### config.mk
export PLATFORM = sky130hd
export DESIGN_NAME = spram_rr_arbiter
export DESIGN_NICKNAME = d
export VERILOG_FILES = /design/src/rtl/spram_rr_arbiter_pkg.sv /design/src/rtl/spram_rr_arbiter_rr_pick.sv /design/src/rtl/spram_rr_arbiter.sv
export SDC_FILE = /design/constraint.sdc
export NUM_CORES = 1
export LEC_CHECK = 0
export CAP_MARGIN = 0
export CORE_UTILIZATION = 31
export DETAILED_ROUTE_END_ITERATION = 16
export PLACE_DENSITY = 0.93
export SETUP_SLACK_MARGIN = 0.3
export SYNTH_ARGS = -nofsm -noshare
export SYNTH_HDL_FRONTEND = slang
export SYNTH_SLANG_ARGS = --single-unit
### constraint.sdc
create_clock -name clk -period 2.8 [get_ports clk]
set_clock_uncertainty 0.05 [all_clocks]
set_input_delay 0.56 -clock clk [delete_from_list [all_inputs] [get_ports clk]]
set_output_delay 0.56 -clock clk [all_outputs]
set_load 0.02 [all_outputs]
### src/rtl/spram_rr_arbiter_pkg.sv
// spram_arb_pkg: shared state type and rotated first-set search for the RAM port arbiter
package spram_arb_pkg;

  typedef enum logic {ARB, LOCKED} arb_state_t;

  function automatic int rot_first(input logic [15:0] v, input int ptr, input int n);
    int r;
    int i;
    r = -1;
    for (int k = 0; k < 16; k++) begin
      i = (ptr + k) % n;
      if (k < n && r < 0 && v[i[3:0]]) r = i;
    end
    return r;
  endfunction

endpackage

### src/rtl/spram_rr_arbiter_rr_pick.sv
// rr_pick: first valid requester at or above ptr with wrap, as one-hot grant and index
module rr_pick
  import spram_arb_pkg::*;
#(
  parameter int N = 4,
  localparam int IW = $clog2(N)
) (
  input  logic [N-1:0]  valid,
  input  logic [IW-1:0] ptr,
  output logic [N-1:0]  gnt,
  output logic [IW-1:0] idx
);
  int p;
  // search the valid vector rotated by ptr; -1 means nobody is asking
  always_comb p = rot_first(16'(valid), int'(ptr), N);
  assign idx = IW'(p);
  assign gnt = p >= 0 ? N'(1) << idx : '0;
endmodule

### src/rtl/spram_rr_arbiter.sv
// spram_rr_arbiter: round-robin/locked-burst sharing of one write-first RAM port (SPRAM_ARB_FIXED_PRIO_EN selects fixed priority)
module spram_rr_arbiter
  import spram_arb_pkg::*;
#(
  parameter int N_REQ = 4,
  parameter int RAM_WIDTH = 16,
  parameter int RAM_DEPTH = 8,
  parameter int MAX_BURST = 4,
  localparam int AW = $clog2(RAM_DEPTH),
  localparam int IW = $clog2(N_REQ),
  localparam int BW = $clog2(MAX_BURST + 1)
) (
  input  logic                      clk,
  input  logic                      rst,
  input  logic [N_REQ-1:0]          req_valid,
  input  logic [N_REQ-1:0]          req_we,
  input  logic [N_REQ-1:0]          req_lock,
  input  logic [N_REQ*AW-1:0]       req_addr,
  input  logic [N_REQ*RAM_WIDTH-1:0] req_wdata,
  output logic [N_REQ-1:0]          req_ready,
  output logic [N_REQ-1:0]          rsp_valid,
  output logic [RAM_WIDTH-1:0]      rsp_data,
  output logic                      ram_en,
  output logic                      ram_we,
  output logic [AW-1:0]             ram_addr,
  output logic [RAM_WIDTH-1:0]      ram_din,
  input  logic [RAM_WIDTH-1:0]      ram_dout
);
`ifdef SPRAM_ARB_FIXED_PRIO_EN
  localparam bit FIXED = 1'b1;
`else
  localparam bit FIXED = 1'b0;
`endif
  arb_state_t       state;
  logic [IW-1:0]    rr_ptr, owner, pk_idx, gidx, nxt;
  logic [BW-1:0]    burst_cnt;
  logic [N_REQ-1:0] pk_gnt;
  logic             acc;
  rr_pick #(.N(N_REQ)) u_pick (
    .valid(req_valid),
    .ptr  (rr_ptr),
    .gnt  (pk_gnt),
    .idx  (pk_idx)
  );
  // a locked owner excludes everyone else; in ARB the picker decides
  always_comb begin
    req_ready = state == LOCKED ? (req_valid[owner] ? N_REQ'(1) << owner : '0) : pk_gnt;
    gidx      = state == LOCKED ? owner : pk_idx;
    acc       = |req_ready;
    nxt       = gidx == IW'(N_REQ - 1) ? '0 : gidx + 1'b1;
    ram_en    = acc;
    ram_we    = acc & req_we[gidx];
    ram_addr  = req_addr[gidx*AW +: AW];
    ram_din   = req_wdata[gidx*RAM_WIDTH +: RAM_WIDTH];
    rsp_data  = ram_dout;
  end
  // arbitration state, burst bookkeeping and the one-cycle read-response tag
  always_ff @(posedge clk) begin
    if (rst) begin
      state     <= ARB;
      rr_ptr    <= '0;
      owner     <= '0;
      burst_cnt <= '0;
      rsp_valid <= '0;
    end else begin
      rsp_valid <= acc && !req_we[gidx] ? req_ready : '0;
      if (state == ARB) begin
        if (acc) begin
          rr_ptr <= FIXED ? '0 : nxt;
          if (req_lock[gidx] && MAX_BURST > 1) begin
            state     <= LOCKED;
            owner     <= gidx;
            burst_cnt <= BW'(1);
          end
        end
      end else if (!acc) begin
        state     <= ARB;
        burst_cnt <= '0;
      end else begin
        burst_cnt <= burst_cnt + 1'b1;
        if (!req_lock[owner] || burst_cnt + 1'b1 == BW'(MAX_BURST)) begin
          state     <= ARB;
          burst_cnt <= '0;
        end
      end
    end
  end
endmodule

==> results.ini <==
[outcome]
status=finished with violations
violations=setup timing

[clocking]
cts.sinks=12
clkLatencyLatePin_ns=0.24
htreeDepth=1
cts.reportedPaths.clkPinSlew_ns=0.05
cts_buffers=3
cts_max_path_buffers=2
root_buffer=clkbuf_8
cts_hold_buf=0
cts_tree=yes

[timing]
slew_headroom=0.752
rsz0062_at_grt=yes
fin_ws_ns=-0.0264
setup_viol=3
fin_setup_tns_ns=-0.0515
finalCritPeriodShare=1.01
fmax_mhz=354
worstMarginPinSlew_ns=0.368
drv_slew=0
hold_viol_final=0
min_period_ns=2.83
hold_slack_ns=0.438

[grt]
grt_overflow=0
grt_util_all_layers=0.261
grt_first_pass_wirelength_mm=11.1
grt_max_degree=22
antenna_found_initial=0
first_global_vias=2356

[power]
p_leak_nw=1.53
p_seq_frac=0.072
peakVddDrop_uv=541
power.switching_mw=1.77
power_density_nw_per_um2=997
intPower_mw=2.05
power_frac_comb=0.879
clkPwrFrac=0.049
finalPower_mw=3.82
netSwitchingFraction=0.464

[logic_synthesis]
syn-num-nets=362
netlist_area_um2=1640
async_flop_share=0
yosysSeqAreaShare=0.147
yosys_warnings=0
synth_edf_count=0
synth_cell_types=46
synth_seq_cells=12
synth_ff_type=dfxtp_1
synth_area_leaders=nand2_1 (19%), dfxtp_1 (15%), buf_4 (8.7%)
synth_top_area_cell=nand2_1
synthCells=253
avgSynthCellArea_um2=6.47
yosysTopAreaCellShare=0.190

[flow_run]
max_cap_viol_count=0

[worst_setup_path]
crit_type=in2out
cpLargestDelayFamily=compound AO/OA/AOI/OAI gates
cpMostUsedCell=buf_6
crit_arrival_ns=2.22
path_buf_inv=4
end_kind=output port
start_kind=input pin
cp_slowest_cell=a32oi_4
path_max_fanout=17
max_stage_delay_ns=0.31
worstPathRequired_ns=2.19
crit_chain=buf_6 > nor2b_4 > o21ai_4 > a32oi_4 > buf_4 > buf_8 > nand2_1 > and3_4 > a31oi_4 > buf_6

[route]
drtPass1Iterations=4
antenna_left=0
totalWireLength_mm=8.89
vias=2481
drc=0
viasPerCell=5.43
drt_iter0_drc=124
wl_per_cell_um=19.5

[final_layout]
nNetsFinal=497
fillCellCount=324
syn_to_final_growth_pct=134
drive_above_1_share=0.411
num_antenna_cells=0

[floorplanning]
rows=26
die_x_um=74.7
ios=151
start_util=0.321
dieArea_um2=5580
die_h_um=74.7
core_um2=5110

[placed_design]
dp_hpwl_mm=5.40
dp_slack_ns=-0.948
place_congestion=0.920
port_buffers=118

[hold_path]
min_path_type=reg2reg

==> layer usage <==
layer	vias up	share of wire	track usage
met5	-	0	0
met4	0	0.050	0.0922
met3	38	0.087	0.0562
met2	130	0.50	0.496
met1	1170	0.37	0.282
li1	1143	-	-
==> final cells by class <==
| type | count | area [um^2] | area share |
|---|---|---|---|
| clock buffers | 4 | 55.1 | 0.0144 |
| well taps | 70 | 87.6 | 0.0228 |
| inverters | 6 | 25.0 | 0.00652 |
| multi-input cells | 202 | 1750 | 0.455 |
| flip-flops and latches | 12 | 243 | 0.0633 |
| repair buffers | 163 | 1680 | 0.438 |
==> sequential cells by signal, indices dropped and copies added (netlist names) <==
signal     cells
burst_cnt      3
owner          2
rr_ptr         2
rsp_valid      4
state          1
==> through the flow <==
step	cells	utilization	instance area [um^2]
after floorplan	253	-	2010
after detailed placement	441	0.648	3310
after global routing	457	0.751	3840
after global placement	441	0.648	3310
after CTS	453	0.715	3650
final	457	0.751	3840
==> what timing repair did <==
action                                  4_1_cts  5_1_grt
gates cloned                                  3        0
endpoints found under the setup margin       36       25
gates resized for setup                     194       40
buffers inserted                              5        4
pin swaps                                    11       17
==> placed cells by master, fill, tap and decap left out, drive strengths merged, types with 2 or more instances in the layout <==
cell type	synthesis	routed
o32ai	2	2
or2	2	2
nor2b	6	6
o21ai	4	4
clkdlybuf4s50	0	89
buf	26	73
nand2b	5	5
o31ai	3	3
and3b	2	2
a31oi	20	20
nor2	7	7
a21oi	6	6
nand2	83	83
mux2i	9	9
ha	3	3
nand3	4	4
nor3b	5	5
inv	6	6
dfxtp	12	12
clkbuf	7	4
and3	20	20
a31o	3	3
o22ai	2	2
==> worst paths after layout <==
check,startpoint,slack (ns),to,depth (start not counted)
min,burst_cnt[0]$_SDFFE_PP0P_,0.44,burst_cnt[0]$_SDFFE_PP0P_,1
min reg2reg,burst_cnt[0]$_SDFFE_PP0P_,0.44,burst_cnt[0]$_SDFFE_PP0P_,1
max,req_valid[3],-0.03,ram_din[3],10
max reg2reg,rr_ptr[1]$_SDFFE_PP0P_,0.54,rr_ptr[1]$_SDFFE_PP0P_,8
==> cell families after synthesis <==
group,count (synthesis),synth area share
AO/OA/AOI/OAI,50,0.228
adder cells (fa/ha/maj),3,0.0229
buffers and inverters,39,0.138
flip-flops,12,0.147
multiplexers,9,0.0573
AND/OR/NAND/NOR,140,0.408
==> power groups by stage <==
stage	Combinational (mW)	Sequential [mW]	Clock, mW
after floorplan	1.71	0.268	0
after global placement	2.57	0.262	0
after detailed placement	2.64	0.263	0
after CTS	3.06	0.268	0.192
after global routing	3.52	0.281	0.200
final	3.36	0.277	0.188
==> cell usage after synthesis (2+ instances only) <==
library cell / count
a21oi_1: 5
a31o_2: 2
a31oi_1: 20
and3_1: 20
and3b_1: 2
buf_2: 6
buf_4: 19
clkbuf_1: 7
dfxtp_1: 12
ha_1: 3
inv_1: 5
mux2i_1: 8
nand2_1: 83
nand2b_1: 5
nand3_1: 4
nor2_1: 7
nor2b_1: 4
nor2b_2: 2
nor3b_1: 5
o21ai_0: 3
o22ai_1: 2
o31ai_1: 3
o32ai_1: 2
or2_2: 2
Power figures use the tool's default switching activity.
